--- src/rtl/muldiv_pkg.sv ---
// muldiv_pkg: shared definitions for the EX-stage iterative multiply/divide unit.
//   - 3-bit operation codes (MULT, MULTU, DIV, DIVU, MADD, MADDU, MSUB, MSUBU)
//   - FSM state enum
//   - default operand width and widest supported operand width
//   - helpers for op decoding and two's-complement absolute value
package muldiv_pkg;

  localparam int unsigned MuldivDataW = 32;
  // Widest operand the absolute-value helper supports.
  localparam int unsigned MuldivMaxW  = 64;

  localparam logic [2:0] OpMult  = 3'd0;
  localparam logic [2:0] OpMultu = 3'd1;
  localparam logic [2:0] OpDiv   = 3'd2;
  localparam logic [2:0] OpDivu  = 3'd3;
  localparam logic [2:0] OpMadd  = 3'd4;
  localparam logic [2:0] OpMaddu = 3'd5;
  localparam logic [2:0] OpMsub  = 3'd6;
  localparam logic [2:0] OpMsubu = 3'd7;

  typedef enum logic [1:0] {
    StIdle,
    StMul,
    StDiv,
    StDone
  } muldiv_state_e;

  // Two's-complement magnitude of a sign-extended operand. The most-negative
  // value of a narrower operand maps to 2^(W-1), which reads back correctly as
  // an unsigned W-bit magnitude.
  function automatic logic [MuldivMaxW-1:0] abs_val(input logic [MuldivMaxW-1:0] x);
    return x[MuldivMaxW-1] ? (~x + 1'b1) : x;
  endfunction

  function automatic logic op_is_signed(input logic [2:0] op);
    return (op == OpMult) || (op == OpDiv) || (op == OpMadd) || (op == OpMsub);
  endfunction

  function automatic logic op_is_div(input logic [2:0] op);
    return (op == OpDiv) || (op == OpDivu);
  endfunction

  // Accumulating ops occupy the upper half of the op-code space.
  function automatic logic op_is_macc(input logic [2:0] op);
    return op[2];
  endfunction

  function automatic logic op_is_sub(input logic [2:0] op);
    return (op == OpMsub) || (op == OpMsubu);
  endfunction

endpackage

--- src/rtl/muldiv_divstep.sv ---
// muldiv_divstep: one combinational restoring-division step.
//   rem_i     : shifted partial remainder {rem, next dividend bit}, DATA_W+1 bits
//   divisor_i : divisor magnitude
//   rem_o     : next partial remainder (always < divisor)
//   qbit_o    : quotient bit produced by this step
module muldiv_divstep
  import muldiv_pkg::*;
#(
  parameter int unsigned DATA_W = MuldivDataW
) (
  input  logic [DATA_W:0]   rem_i,
  input  logic [DATA_W-1:0] divisor_i,
  output logic [DATA_W-1:0] rem_o,
  output logic              qbit_o
);

  logic [DATA_W:0] w_diff;

  // rem_i < 2*divisor, so the difference sign bit alone decides the trial.
  assign w_diff = rem_i - {1'b0, divisor_i};
  assign qbit_o = ~w_diff[DATA_W];
  assign rem_o  = qbit_o ? w_diff[DATA_W-1:0] : rem_i[DATA_W-1:0];

endmodule

--- src/rtl/ex_muldiv.sv ---
// ex_muldiv: iterative multiply/divide unit for the MIPS EX stage.
// Runs MULT/MULTU/DIV/DIVU (and MADD/MADDU/MSUB/MSUBU when the build macro
// EX_MULDIV_MACC_EN is defined) over DATA_W cycles, holding the pipeline via
// stallreq_o, then presents a one-cycle HI/LO write.
// Ports:
//   clk, rst             : clock, synchronous active-high reset
//   start_i, op_i        : start request and op code (sampled in IDLE only)
//   opdata1_i, opdata2_i : rs / rt operands
//   acc_hi_i, acc_lo_i   : forwarded HI/LO for accumulate ops
//   annul_i              : flush, cancels any operation
//   busy_o, stallreq_o   : unit busy / pipeline stall request
//   done_o, whilo_o      : result valid / HI-LO write enable (identical)
//   hi_o, lo_o           : result, zero outside DONE
// Supports DATA_W from 4 up to MuldivMaxW.
module ex_muldiv
  import muldiv_pkg::*;
#(
  parameter int unsigned DATA_W = MuldivDataW,
  parameter int unsigned CNT_W  = $clog2(DATA_W) + 1
) (
  input  logic              clk,
  input  logic              rst,
  input  logic              start_i,
  input  logic [2:0]        op_i,
  input  logic [DATA_W-1:0] opdata1_i,
  input  logic [DATA_W-1:0] opdata2_i,
  input  logic [DATA_W-1:0] acc_hi_i,
  input  logic [DATA_W-1:0] acc_lo_i,
  input  logic              annul_i,
  output logic              busy_o,
  output logic              stallreq_o,
  output logic              done_o,
  output logic [DATA_W-1:0] hi_o,
  output logic [DATA_W-1:0] lo_o,
  output logic              whilo_o
);

  localparam int unsigned ProdW = 2 * DATA_W;

  muldiv_state_e r_state, w_state_d;

  logic [2:0]        r_op;
  logic [CNT_W-1:0]  r_cnt;
  // Multiplicand for multiplies, divisor for divides.
  logic [DATA_W-1:0] r_opnd;
  // Multiply: {partial sum, remaining multiplier bits}.
  // Divide:   {partial remainder, remaining dividend bits / quotient bits}.
  logic [ProdW-1:0]  r_prod;
  logic              r_neg_res;
  logic              r_neg_rem;

  logic w_legal;
  logic w_start;
  logic w_last;
  logic w_signed;
  logic w_op_div;
  logic w_div_zero;

  // ---------------------------------------------------------------------------
  // Operand decode and magnitudes
  // ---------------------------------------------------------------------------
  logic [MuldivMaxW-1:0] w_ext1, w_ext2, w_abs1, w_abs2;
  logic [DATA_W-1:0]     w_mag1, w_mag2;

  assign w_ext1 = MuldivMaxW'($signed(opdata1_i));
  assign w_ext2 = MuldivMaxW'($signed(opdata2_i));
  assign w_abs1 = abs_val(w_ext1);
  assign w_abs2 = abs_val(w_ext2);

  generate
    if (DATA_W < MuldivMaxW) begin : g_abs_hi
      logic w_unused_abs_hi;
      assign w_unused_abs_hi = ^{w_abs1[MuldivMaxW-1:DATA_W], w_abs2[MuldivMaxW-1:DATA_W]};
    end
  endgenerate

  assign w_signed   = op_is_signed(op_i);
  assign w_op_div   = op_is_div(op_i);
  assign w_div_zero = (opdata2_i == '0);
  assign w_mag1     = w_signed ? w_abs1[DATA_W-1:0] : opdata1_i;
  assign w_mag2     = w_signed ? w_abs2[DATA_W-1:0] : opdata2_i;

`ifdef EX_MULDIV_MACC_EN
  assign w_legal = 1'b1;
`else
  assign w_legal = ~op_is_macc(op_i);
  logic w_unused_acc;
  assign w_unused_acc = ^{acc_hi_i, acc_lo_i};
`endif

  assign w_start = (r_state == StIdle) & start_i & w_legal & ~annul_i;
  assign w_last  = (r_cnt == CNT_W'(DATA_W - 1));

  // ---------------------------------------------------------------------------
  // FSM: state register
  // ---------------------------------------------------------------------------
  always_ff @(posedge clk) begin
    if (rst) begin
      r_state <= StIdle;
    end else begin
      r_state <= w_state_d;
    end
  end

  // ---------------------------------------------------------------------------
  // FSM: next state
  // ---------------------------------------------------------------------------
  always_comb begin
    w_state_d = r_state;
    if (annul_i) begin
      w_state_d = StIdle;
    end else begin
      unique case (r_state)
        StIdle: begin
          if (w_start) begin
            if (!w_op_div)       w_state_d = StMul;
            else if (w_div_zero) w_state_d = StDone;
            else                 w_state_d = StDiv;
          end
        end
        StMul, StDiv: begin
          if (w_last) w_state_d = StDone;
        end
        StDone:  w_state_d = StIdle;
        default: w_state_d = StIdle;
      endcase
    end
  end

  // ---------------------------------------------------------------------------
  // Datapath
  // ---------------------------------------------------------------------------
  logic [DATA_W:0]   w_mul_sum;
  logic [DATA_W-1:0] w_div_rem;
  logic              w_div_qbit;

  // Shift-add: add multiplicand into the upper half when the current
  // multiplier bit is set, then shift the whole product right.
  assign w_mul_sum = {1'b0, r_prod[ProdW-1:DATA_W]} +
                     (r_prod[0] ? {1'b0, r_opnd} : {(DATA_W + 1){1'b0}});

  muldiv_divstep #(
    .DATA_W (DATA_W)
  ) u_divstep (
    .rem_i     (r_prod[ProdW-1:DATA_W-1]),
    .divisor_i (r_opnd),
    .rem_o     (w_div_rem),
    .qbit_o    (w_div_qbit)
  );

`ifdef EX_MULDIV_MACC_EN
  logic [ProdW-1:0] r_acc;
`endif

  always_ff @(posedge clk) begin
    if (rst || annul_i) begin
      r_op      <= OpMult;
      r_cnt     <= '0;
      r_opnd    <= '0;
      r_prod    <= '0;
      r_neg_res <= 1'b0;
      r_neg_rem <= 1'b0;
`ifdef EX_MULDIV_MACC_EN
      r_acc     <= '0;
`endif
    end else begin
      unique case (r_state)
        StIdle: begin
          if (w_start) begin
            r_op  <= op_i;
            r_cnt <= '0;
`ifdef EX_MULDIV_MACC_EN
            r_acc <= {acc_hi_i, acc_lo_i};
`endif
            if (w_op_div && w_div_zero) begin
              // Quotient all ones, remainder the raw dividend, no sign fix-up.
              r_opnd    <= '0;
              r_prod    <= {opdata1_i, {DATA_W{1'b1}}};
              r_neg_res <= 1'b0;
              r_neg_rem <= 1'b0;
            end else if (w_op_div) begin
              r_opnd    <= w_mag2;
              r_prod    <= {{DATA_W{1'b0}}, w_mag1};
              r_neg_res <= w_signed & (opdata1_i[DATA_W-1] ^ opdata2_i[DATA_W-1]);
              r_neg_rem <= w_signed & opdata1_i[DATA_W-1];
            end else begin
              r_opnd    <= w_mag1;
              r_prod    <= {{DATA_W{1'b0}}, w_mag2};
              r_neg_res <= w_signed & (opdata1_i[DATA_W-1] ^ opdata2_i[DATA_W-1]);
              r_neg_rem <= 1'b0;
            end
          end
        end
        StMul: begin
          r_prod <= {w_mul_sum, r_prod[DATA_W-1:1]};
          r_cnt  <= r_cnt + CNT_W'(1);
        end
        StDiv: begin
          r_prod <= {w_div_rem, r_prod[DATA_W-2:0], w_div_qbit};
          r_cnt  <= r_cnt + CNT_W'(1);
        end
        default: ;
      endcase
    end
  end

  // ---------------------------------------------------------------------------
  // Result fix-up
  // ---------------------------------------------------------------------------
  logic [ProdW-1:0]  w_prod_fix;
  logic [ProdW-1:0]  w_mul_res;
  logic [DATA_W-1:0] w_quot, w_rem;

  assign w_prod_fix = r_neg_res ? (~r_prod + 1'b1) : r_prod;
  assign w_quot     = r_neg_res ? (~r_prod[DATA_W-1:0] + 1'b1) : r_prod[DATA_W-1:0];
  assign w_rem      = r_neg_rem ? (~r_prod[ProdW-1:DATA_W] + 1'b1) : r_prod[ProdW-1:DATA_W];

`ifdef EX_MULDIV_MACC_EN
  logic [ProdW-1:0] w_macc_res;
  assign w_macc_res = op_is_sub(r_op) ? (r_acc - w_prod_fix) : (r_acc + w_prod_fix);
  assign w_mul_res  = op_is_macc(r_op) ? w_macc_res : w_prod_fix;
`else
  assign w_mul_res  = w_prod_fix;
`endif

  // ---------------------------------------------------------------------------
  // FSM: outputs
  // ---------------------------------------------------------------------------
  always_comb begin
    busy_o     = (r_state != StIdle);
    stallreq_o = w_start | (r_state == StMul) | (r_state == StDiv);
    done_o     = 1'b0;
    hi_o       = '0;
    lo_o       = '0;
    if (r_state == StDone) begin
      done_o = ~annul_i;
      if (op_is_div(r_op)) begin
        hi_o = w_rem;
        lo_o = w_quot;
      end else begin
        hi_o = w_mul_res[ProdW-1:DATA_W];
        lo_o = w_mul_res[DATA_W-1:0];
      end
    end
  end

  assign whilo_o = done_o;

endmodule

--- config.mk ---
export PLATFORM = sky130hd
export DESIGN_NAME = ex_muldiv
export DESIGN_NICKNAME = d
export VERILOG_FILES = /design/src/rtl/muldiv_pkg.sv /design/src/rtl/muldiv_divstep.sv /design/src/rtl/ex_muldiv.sv
export SDC_FILE = /design/constraint.sdc
export NUM_CORES = 1
export LEC_CHECK = 0
export BUFFER_PORTS_ARGS = -buffer_cell sky130_fd_sc_hd__buf_2
export CORE_UTILIZATION = 54
export DETAILED_ROUTE_END_ITERATION = 6
export PLACE_DENSITY_LB_ADDON = 0.2
export SLEW_MARGIN = 20
export SYNTH_ARGS = -nofsm -noshare
export SYNTH_HDL_FRONTEND = slang
export SYNTH_SLANG_ARGS = --single-unit
--- constraint.sdc ---
create_clock -name clk -period 3.3 [get_ports clk]
set_clock_uncertainty 0.2 [all_clocks]
set_input_delay 0 -clock clk [delete_from_list [all_inputs] [get_ports clk]]
set_output_delay 0 -clock clk [all_outputs]
set_load 0.05 [all_outputs]
==> out/metrics.yaml <==
synthesis:
  ys_warn_count: 0
  synth_cell_types: 81
  synthArstFlopShare_pct: 0
  syn_avg_cell_area_um2: 7.06
  synth_edf_count: 0
  synth-seq-area-share_pct: 16.6
  syn_inst: 1843
  synth_flop_cell: "dfxtp_1"
  ys_seq_elements: 108
  synth_area_um2: 13000
  synth_nets: 2054
power:
  switching_share_pct: 41.8
  p_leak_nw: 7.69
  power.switching_mw: 2.43
  pwr-share-clk_pct: 18.3
  powerDensity_nw_per_um2: 329
  power.share.sequential_pct: 24.0
  power_mw: 5.82
  ir_worst_vdd_uv: 314
  intPower_mw: 3.39
  combPwrFrac_pct: 57.7
outcome:
  status: "complete, but fails checks"
  violations: "negative setup slack"
global_route:
  antenna_found_initial: 0
  grt_pass1_wl_um: 83700
  grt-ovfl-total: 0
  grt_pass1_vias: 14900
  grtUsageTotal_pct: 44.5
  grt_max_degree: 67
worst_setup_path:
  setup.worst_path.start_class: "register"
  critical_path.max_fanout: 4
  critical_path_class: "reg2out"
  r2r_setup_slack_ns: -0.14
  cp-end-kind: "output port"
  crit_arrival_ns: 3.40
  r2r_end: "r_prod[40]"
  reg2reg_depth: 17
  critPathRequiredTime_ns: 3.10
  r2r-start: "r_prod[31]"
job:
  max_cap_violations: 0
die:
  dieArea_um2: 24700
  coreArea_um2: 23500
  initial_core_util_pct: 55.3
  die_y_um: 157
  rows: 56
  die_x_um: 157
  io-pin-count: 203
drt:
  wl_met1_um: 21900
  drcViolationCount: 0
  drtIter0Drc: 2022
  wl_um: 57700
  viasPerCell: 6.58
  dr_wl_met2_um: 25900
  post_drt_wl_per_cell_um: 22.9
  num_vias: 16600
  routed.top_layer: "met4"
  route.met3.wl_um: 6140
  final_antenna_net_count: 0
  drt_pass1_iterations: 7
finish:
  area_growth_pct: 36.0
  final_area_um2: 17700
  fin_nets: 2410
  drive_above_1_share_pct: 28.9
  final_cell_mix: "279 x buf_4, 169 x a21oi_1, 161 x nor2_1, 121 x nand2_1, 109 x xnor2_1"
  antennaDiodeCount: 0
  layout_commonest_cell: "buf_4"
sta:
  worst_slew_pin_slew_ns: 1.11
  post-route-period-util_pct: 109
  finalHoldViolCount: 0
  slew_viol_final: 0
  rsz0062_at_grt: "yes"
  max_freq_mhz: 278
  setup_tns_ns: -2.73
  slew_headroom_pct: 25.7
  worst_slack_ns: -0.298
  period_needed_ns: 3.60
  finalSetupViolCount: 30
place:
  portBuffers: 138
  postPlaceCellArea_um2: 15600
  dp_hpwl_um: 43200
  place_congestion: 1.05
cts:
  clock-root-buffer: "clkbuf_16"
  cts_tree: "yes"
  clkLatencyLatePin_ns: 0.37
  clockBufferDepth: 2
  htree_num_levels: 3
  clk_pin_slew_ns: 0.08
  cts_made_buffers: 9
  cts.sinks: 108
worst_hold_path:
  hold_path_class: "in2reg"
  whs_path_depth: 4
  hold_end: "r_opnd[14]"
  hold_start: "opdata2_i[14]"
[metal layers]
layer	global-route usage (%)	up-vias
met5	0	-
met4	27.2	0
met3	8.62	263
met2	70.5	1111
met1	55.5	7743
li1	-	7481
[cell type report]
type                       count  area (µm²)
inverter                      80         309
tap                          319         399
fill                        1875        5850
clock buffer                   9         225
clock inverter                 6        47.5
timing repair buffer         480        3660
multi-input combinational   1520       10900
sequential                   108        2190
[per-stage QoR]
stage | hold slack (ns) | setup slack (ns) | std cells | utilization, %
floorplan | -0.0640 | 0.0255 | 1843 | -
global placement | 0.0982 | -0.171 | 2425 | 66.3
detailed placement | 0.121 | -0.294 | 2425 | 66.3
CTS | 0.000297 | -0.225 | 2506 | 71.9
global route | 0.0245 | -0.345 | 2522 | 75.1
finish | 0.0108 | -0.298 | 2522 | 75.1
[power by group through the flow]
stage                     registers [mW]  logic, mW  clock network [mW]
after detailed placement            1.42       2.57                   0
after global routing                1.40       3.52                1.11
after CTS                           1.39       2.85                1.06
after global placement              1.42       2.56                   0
after floorplan                     1.43       1.57                   0
final                               1.40       3.35                1.07
[state kept, by name (all words and copies together) (netlist names)]
register,cells
r_cnt,6
r_neg_res,1
r_neg_rem,1
r_prod,64
r_state,2
r_op,2
r_opnd,32
[synthesized netlist by cell type, types with 26 or more instances]
cell type	n	area, µm²
a21oi_1	183	916
nor2_1	166	623
nand2_1	126	473
o21ai_0	118	591
clkbuf_1	116	435
xnor2_1	110	963
dfxtp_1	108	2160
inv_1	80	300
ha_1	74	926
nor3_1	66	330
xor2_1	63	552
and2_1	61	382
nand3_1	50	250
a221oi_1	38	333
a211oi_1	35	263
a31oi_1	28	175
o31ai_1	26	195
[worst max-delay path: stages (launching register included)]
cell and delay (ns):
dfxtp_2 0.34, buf_4 0.17, nor4_4 0.29, nand2b_1 0.12, or3_4 0.34, or4b_4 0.53, or3_4 0.38, nor4_2 0.22
a21oi_1 0.14, xor2_1 0.17, and2_1 0.15, buf_4 0.18
[how the worst max path moves through the flow]
stage                     slack, ns  depth (start not counted)       start         end
final                         -0.30                         11  r_prod[40]    hi_o[23]
after CTS                     -0.22                         11  r_prod[34]    hi_o[27]
after floorplan                0.03                         14   r_prod[0]  r_prod[55]
after detailed placement      -0.29                         14   r_opnd[0]  r_prod[53]
after global placement        -0.17                         14   r_opnd[0]  r_prod[53]
after global routing          -0.34                         11  r_prod[34]    hi_o[23]
[what timing repair did]
action,4_1_cts,5_1_grt
setup buffers,22,19
endpoints found under the setup margin,55,74
hold buffers,45,0
gates resized for setup,112,173
hold endpoints to repair,47,0
pin swaps,43,67
[cells by family (layout without fill, tap and decap cells)]
logic type | Yosys count | count (layout) | synth area share (%)
mux | 25 | 25 | 2.07
flops | 108 | 108 | 16.6
fa+ha+maj | 76 | 76 | 7.42
xor+xnor | 173 | 173 | 11.6
compound gates | 621 | 621 | 31.2
buf+inv | 215 | 575 | 6.43
simple gates | 625 | 625 | 24.6
(Power assumes the default switching activity.)
